<file path="src/rtl/mux_rr_arbiter.sv">
// Round-robin arbiter that time-shares one 4:1 mux between NUM_REQ requesters.
// A grant is held while its owner keeps requesting, but for no more than
// MAX_HOLD consecutive cycles when anyone else is waiting. If nobody else is
// waiting, the grant is renewed without a gap. All outputs come straight from
// flops, so sel_out can drive the mux select without glitches.
module mux_rr_arbiter #(
  parameter int NUM_REQ   = 4,
  parameter int SEL_WIDTH = 2,
  parameter int MAX_HOLD  = 8
) (
  input  logic                 clk_in,
  input  logic                 rst_n_in,
  input  logic [NUM_REQ-1:0]   req_in,
  output logic [NUM_REQ-1:0]   gnt_out,
  output logic [SEL_WIDTH-1:0] sel_out,
  output logic                 valid_out
);

  // A counter of at least one bit keeps MAX_HOLD == 1 legal.
  localparam int HOLD_W = (MAX_HOLD > 1) ? $clog2(MAX_HOLD) : 1;
  localparam logic [HOLD_W-1:0] HOLD_LAST = HOLD_W'(MAX_HOLD - 1);

  // Reject configurations where the select cannot address every requester.
  if (NUM_REQ != 2 ** SEL_WIDTH) begin : g_bad_num_req
    $error("mux_rr_arbiter: NUM_REQ must equal 2**SEL_WIDTH");
  end
  if (MAX_HOLD < 1) begin : g_bad_max_hold
    $error("mux_rr_arbiter: MAX_HOLD must be at least 1");
  end

  typedef enum logic {
    IDLE  = 1'b0,
    GRANT = 1'b1
  } state_t;

  state_t               state_reg;
  logic [NUM_REQ-1:0]   gnt_reg;
  logic [SEL_WIDTH-1:0] sel_reg;
  logic [SEL_WIDTH-1:0] ptr_reg;
  logic [HOLD_W-1:0]    hold_reg;
  logic                 valid_reg;

  // Search the mask starting at index start. Indices wrap naturally because
  // NUM_REQ is a power of two. The loop runs downward so that the smallest
  // offset from start is the one that is kept.
  function automatic logic [SEL_WIDTH-1:0] pick(input logic [NUM_REQ-1:0]   mask,
                                                input logic [SEL_WIDTH-1:0] start);
    logic [SEL_WIDTH-1:0] idx;
    logic [SEL_WIDTH-1:0] res;
    res = start;
    for (int i = NUM_REQ - 1; i >= 0; i--) begin
      idx = start + SEL_WIDTH'(i);
      if (mask[idx]) res = idx;
    end
    return res;
  endfunction

  function automatic logic [NUM_REQ-1:0] onehot(input logic [SEL_WIDTH-1:0] idx);
    logic [NUM_REQ-1:0] v;
    v      = '0;
    v[idx] = 1'b1;
    return v;
  endfunction

  logic [SEL_WIDTH-1:0] sel_inc;
  logic [NUM_REQ-1:0]   others;
  logic                 has_others;
  logic                 owner_req;
  logic [SEL_WIDTH-1:0] idle_pick;
  logic [SEL_WIDTH-1:0] next_pick;

  // Arbitration candidates. The owner is always excluded from the handoff
  // search. On a release the owner's bit is already low, so one search
  // covers both the release case and the expiry case.
  always_comb begin
    sel_inc    = sel_reg + SEL_WIDTH'(1);
    others     = req_in & ~onehot(sel_reg);
    has_others = |others;
    owner_req  = req_in[sel_reg];
    idle_pick  = pick(req_in, ptr_reg);
    next_pick  = pick(others, sel_inc);
  end

  // Arbiter FSM: the owner, pointer, hold counter and all outputs are registered.
  always_ff @(posedge clk_in) begin
    if (!rst_n_in) begin
      state_reg <= IDLE;
      gnt_reg   <= '0;
      sel_reg   <= '0;
      ptr_reg   <= '0;
      hold_reg  <= '0;
      valid_reg <= 1'b0;
    end else begin
      case (state_reg)
        IDLE: begin
          if (|req_in) begin
            state_reg <= GRANT;
            gnt_reg   <= onehot(idle_pick);
            sel_reg   <= idle_pick;
            hold_reg  <= '0;
            valid_reg <= 1'b1;
          end
        end
        GRANT: begin
          if (!owner_req) begin
            // Release: the pointer moves past the departing owner.
            ptr_reg  <= sel_inc;
            hold_reg <= '0;
            if (has_others) begin
              gnt_reg <= onehot(next_pick);
              sel_reg <= next_pick;
            end else begin
              state_reg <= IDLE;
              gnt_reg   <= '0;
              valid_reg <= 1'b0;
            end
          end else if (hold_reg != HOLD_LAST) begin
            hold_reg <= hold_reg + HOLD_W'(1);
          end else begin
            // Expiry: hand off if anyone else waits, otherwise renew in place.
            hold_reg <= '0;
            if (has_others) begin
              ptr_reg <= sel_inc;
              gnt_reg <= onehot(next_pick);
              sel_reg <= next_pick;
            end
          end
        end
        default: begin
          state_reg <= IDLE;
          gnt_reg   <= '0;
          valid_reg <= 1'b0;
        end
      endcase
    end
  end

  assign gnt_out   = gnt_reg;
  assign sel_out   = sel_reg;
  assign valid_out = valid_reg;

  // Invariants on the registered outputs.
  a_gnt_onehot0: assert property (@(posedge clk_in) disable iff (!rst_n_in)
    $onehot0(gnt_reg));
  a_sel_matches: assert property (@(posedge clk_in) disable iff (!rst_n_in)
    valid_reg |-> gnt_reg[sel_reg]);
  a_valid_or: assert property (@(posedge clk_in) disable iff (!rst_n_in)
    valid_reg == (|gnt_reg));
  a_gnt_requested: assert property (@(posedge clk_in) disable iff (!rst_n_in)
    (gnt_reg & ~$past(req_in)) == '0);

endmodule

</file>
<file path="config.mk">
export PLATFORM = sky130hd
export DESIGN_NAME = mux_rr_arbiter
export DESIGN_NICKNAME = d
export VERILOG_FILES = /design/src/rtl/mux_rr_arbiter.sv
export SDC_FILE = /design/constraint.sdc
export NUM_CORES = 1
export LEC_CHECK = 0
export ABC_AREA = 1
export CAP_MARGIN = 20
export CORE_ASPECT_RATIO = 0.6
export CORE_MARGIN = 5
export CORE_UTILIZATION = 40
export CTS_CLUSTER_DIAMETER = 30
export DETAILED_ROUTE_END_ITERATION = 10
export SLEW_MARGIN = 30
export SYNTH_ARGS = -nofsm -noshare
export SYNTH_HDL_FRONTEND = slang
export SYNTH_SLANG_ARGS = --single-unit
export TNS_END_PERCENT = 30
</file>
<file path="constraint.sdc">
create_clock -name clk_in -period 2.7 [get_ports clk_in]
set_input_delay 0.27 -clock clk_in [delete_from_list [all_inputs] [get_ports clk_in]]
set_output_delay 0.27 -clock clk_in [all_outputs]
set_load 0.01 [all_outputs]
</file>
# Word level (Yosys, flattened, before mapping)
# Index checks and enable logic that the tools add are counted.
# W data, S select, Z words.
classes:
  n_addsub: 8
  order_cmp: 14
  n_eq_ne: 8
  muxes: 58
  n_bitwise: 3
  n_reduce_logical: 9
ops:
  columns: ["op", "count"]
  rows:
  - ["$lt A2 B3 Y1 const B", 11]
  - ["$mux W2", 15]
  - ["$mux W4", 5]
  - ["$bmux W1 S2", 9]
  - ["$mux W1", 18]
  - ["$ne A2 B2 Y1 const B", 5]
  - ["$mux W3", 3]
  - ["$ne A3 B3 Y1 const B", 3]
  - ["$reduce_and A3 Y1", 3]
  - ["$add A2 B2 Y2 const B", 4]
  - ["$pmux W4 S2", 1]
  - ["$reduce_or A4 Y1", 2]
  - ["$add A2 B1 Y2 const B", 3]
  - ["$demux W1 S2", 3]
  - ["$ge A2 B1 Y1 const B", 3]
  - ["$pmux W3 S2", 1]
  - ["$and A4 B4 Y4", 1]
  - ["$not A4 Y4", 1]
  - ["$pmux W1 S2", 2]
  - ["$pmux W2 S2", 1]
  - ["$add A3 B1 Y3 const B", 1]
  - ["$logic_and A1 B1 Y1", 3]
  - ["$reduce_and A2 Y1", 1]
  - ["$not A1 Y1", 1]
totals:
  ff_bits: 13
  in_bits: 6
  out_inout_bits: 7

# Longest topological paths before layout
depth:
  word_depth: 20
  depth_mapped: 15
  mapped_depth_nobuf: 15

# Least setup slack after synthesis
# Ideal clock, no wire load.
synth_path:
  path_kind: "register to register"
  startpoint: "register sel_reg[0] (netlist: sel_out[0])"
  endpoint: "register gnt_reg[3] (netlist: gnt_out[3])"
  setup_ns: 0.109
  t_arrival_ns: 1.787
  path_slack_ns: 0.804
  stages_incl_launch_ff: 15
  n_path_buf: 0
  path_cell_list: "dfxtp_1 -> inv_2 -> ha_1 -> inv_1 -> nand3_2 -> nand2_1 -> nand2_1 -> nand2_1 -> nand2_2 -> nand3_1 -> nand2_1 -> nand3_1 -> nand3_1 -> nand2_1 -> inv_1"
synth_rtl:
  columns: ["element", "line", "rtl"]
  rows:
  - ["from (decl)", "38", "logic [SEL_WIDTH-1:0] sel_reg;"]
  - ["from (signal assigned)", "99", "sel_reg <= idle_pick;"]
  - ["from (signal assigned)", "111", "sel_reg <= next_pick;"]
  - ["from (signal assigned)", "125", "sel_reg <= next_pick;"]
  - ["$add A2 B1 Y2 *", "76", "sel_inc = sel_reg + SEL_WIDTH'(1);"]
  - ["named net sel_inc[0]", "65", "logic [SEL_WIDTH-1:0] sel_inc;"]
  - ["$add A2 B2 Y2", "52", "idx = start + SEL_WIDTH'(i);"]
  - ["$bmux W1 S2", "53", "if (mask[idx]) res = idx;"]
  - ["$mux W1 (not written as such)", "53", null]
  - ["$mux W2 (3 in a row)", "53", null]
  - ["$mux W2 *", "53", null]
  - ["$lt A2 B3 Y1 (not written as such) / $ge A2 B1 Y1 (equally long branches)", "61", "v[idx] = 1'b1;"]
  - ["$logic_and A1 B1 Y1 (not written as such)", "61", null]
  - ["$mux W1 (not written as such)", "61", null]
  - ["$demux W1 S2 *", "61", null]
  - ["$mux W4", "122", "if (has_others) begin"]
  - ["$mux W4", "117", "end else if (hold_reg != HOLD_LAST) begin"]
  - ["$mux W4 *", "105", "if (!owner_req) begin"]
  - ["$pmux W4 S2 *", "94", "case (state_reg)"]
  - ["to (signal assigned)", "98", "gnt_reg <= onehot(idle_pick);"]
  - ["to (signal assigned)", "110", "gnt_reg <= onehot(next_pick);"]
  - ["to (signal assigned)", "124", "gnt_reg <= onehot(next_pick);"]
  - ["to (decl)", "37", "logic [NUM_REQ-1:0] gnt_reg;"]
# Mark *: on every way through the listed nets, which the timed path passes. The rest lies on a longest branch. The select of a mux whose other input is x is not followed.
# A chain may end at the register's enable or synchronous reset.

# Worst setup path after layout
layout_path:
  startpoint: "register sel_reg[1] (netlist: sel_out[1])"
  endpoint: "register gnt_reg[3] (netlist: gnt_out[3])"
# The elaborated chain is that of the path after synthesis.

==> flow_summary.ini <==
[status]
outcome = finished, final reports clean

[sta]
rsz0062_at_grt = false
hold_viol = 0
relSlewSlack = 0.705
finalCritPeriodShare = 0.769
fmax_mhz = 481
slew_violations = 0
worst_clock_skew_ns = 0.000603
tightest_slew_ns = 0.441
setup_ws_ns = 0.623
setup_viol = 0
holdWs_ns = 0.470
finalCriticalPeriod_ns = 2.08
setup_tns_ns = 0

[logic_synthesis]
ys_top_cells_by_area = dfxtp_1 22%, nand2_1 22%, nand3_1 7.6%
ys_warn_count = 0
ys_seq_area_frac = 0.221
syn_avg_cell_area_sq_um = 5.92
synth_nets = 211
synth_seq_cells = 13
yosys.area.top_type = dfxtp_1
synth.top_cell.area_share = 0.221
ys_types = 27
syn-cell-area_sq_um = 1180
synth_cells = 199

[grt]
busiest_layer = met2
grt_max_degree = 15
met2_usage = 0.236
use_met3 = 0.0415
antenna_found_initial = 0
grt_pass1_vias = 1149
grt_usage = 0.154
grt_pass1_wl_um = 5090
met1_usage = 0.221
grt_remaining_overflow = 0

[min_path]
min_path_type = register to register

[clock_network]
clock_sinks = 13
path_clk_slew_ns = 0.05
clkLatencyLatePin_ns = 0.24
cts_hold_buf = 0
clockBufferDepth = 2
numCtsBuffers = 3
root_buffer = clkbuf_8
cts_tree = built
post_cts_buffers = 0
post_cts_resized = 0
cts_max_level = 1

[final_layout]
final_common_cell = nand2_1
syn2layout_area_growth_pct = 17.2
n_antenna_cell = 0
largest_register_ffs = 4
final_util = 0.484
fin_cells = 255
drive_above_1_share = 0.108
mostFrequentLayoutCells = 68 x nand2_1, 22 x inv_1, 18 x nor2_1, 18 x nand3_1, 13 x dfxtp_1
fin_area_sq_um = 1380
nNetsFinal = 226

[critical_path]
r2r_cells = 15
crit_path_max_incr_delay_ns = 0.46
cp.required_ns = 2.84
r2r_slack_ns = 0.62
cp.arrival_ns = 2.22
cp-start-kind = register
end_kind = register
r2r_start = sel_out[1]
crit_fanout = 6
critPathLaunch = sel_out[1]
critical_path.most_common_cell = nand2_1
cp-endpoint = gnt_out[3]
rr_endpoint = gnt_out[3]
crit_slowest_cell = dfxtp_1
crit_path_cell_trace = inv_1 > ha_1 > inv_1 > nand3_2 > nand2_1 > nand2_1 > nand2_1 > nand2_2 > nand2_2 > nand2_2 > nand2_1 > nand3_1 > nand3_1 > nand2_1 > inv_1
crit_type = register to register

[power]
irDropWorstVdd_mv = 0.370
finalPower_mw = 1.51
p_leak_nw = 0.705
power_density_nw_per_um2 = 1090

[drt]
vias_per_cell = 4.94
drt_iter0_drc = 63
drc = 0
vias = 1260
wl_um = 2970
ant_nets = 0
firstDrtPassIters = 4
wire_per_inst_um = 11.6

[floorplan]
num_rows = 15
die_area_sq_um = 4170
design.core.area_sq_um = 2850
die_h_um = 52.0
die_w_um = 80.1
start_util = 0.413
io_pins = 13

[placed_design]
pre_cts_ws_ns = 0.665
hpwl_um = 2420
place_area_sq_um = 1340
gp_congestion = 0.879
dp.cells = 251
port_buffers = 12

[job]
maxCapViolCount = 0
## area by class of cell
| cell class | count | area (sq um) |
|---|---|---|
| fill | 307 | 1470 |
| multi-input combinational | 158 | 797 |
| sequential | 13 | 260 |
| timing repair buffer | 13 | 128 |
| inverter | 25 | 98.8 |
| tap | 42 | 52.6 |
| clock buffer | 4 | 45.0 |
## worst max-delay path: cells and delay by family, from the launching register on
kind	cells	cell delay [ns]
flip-flops	1	0.46
adder cells (fa/ha/maj)	1	0.44
AND/OR/NAND/NOR	11	0.77
buffers and inverters	3	0.29
## cell usage after synthesis, drive strengths merged
cell type and number:
nand2 74, nor4 1, nor3 1, o21ai 14, nand3 22, nand4 3
ha 6, dfxtp 13, o21bai 1, or2 2, a21oi 11, nor2 20
buf 3, xnor2 1, a31oi 2, inv 25
## kinds of logic after synthesis
kind of cell / after synthesis / synth area share
xor gates and xnor gates: 1 / 0.0138
buffers and inverters: 28 / 0.103
adders and majority gates: 6 / 0.0637
AOI/OAI and AO/OA: 28 / 0.130
DFF: 13 / 0.221
and+or+nand+nor: 123 / 0.469
## where the power goes
part / switching, mW / internal, mW
clock: 0.0675 / 0.104
combinational: 0.658 / 0.383
sequential: 0.0526 / 0.242
## how the worst min path moves through the flow
stage           startpoint          end  slack, ns  depth (start not counted)
6_report       hold_reg[1]  hold_reg[1]       0.47                          2
5_1_grt        hold_reg[1]  hold_reg[1]       0.50                          2
4_1_cts        hold_reg[1]  hold_reg[1]       0.47                          2
3_5_place_dp   hold_reg[1]  hold_reg[1]       0.47                          2
3_3_place_gp   hold_reg[2]  hold_reg[2]       0.47                          2
2_1_floorplan     rst_n_in   sel_out[0]       0.41                          2
## per-layer routing
| metal | wire [um] | vias to the layer above |
|---|---|---|
| met4 | 4 | 0 |
| met1 | 1540 | 548 |
| met3 | 161 | 2 |
| met5 | 0 | - |
| met2 | 1260 | 41 |
| li1 | - | 669 |
No activity file was read; power rests on OpenSTA's default activity.
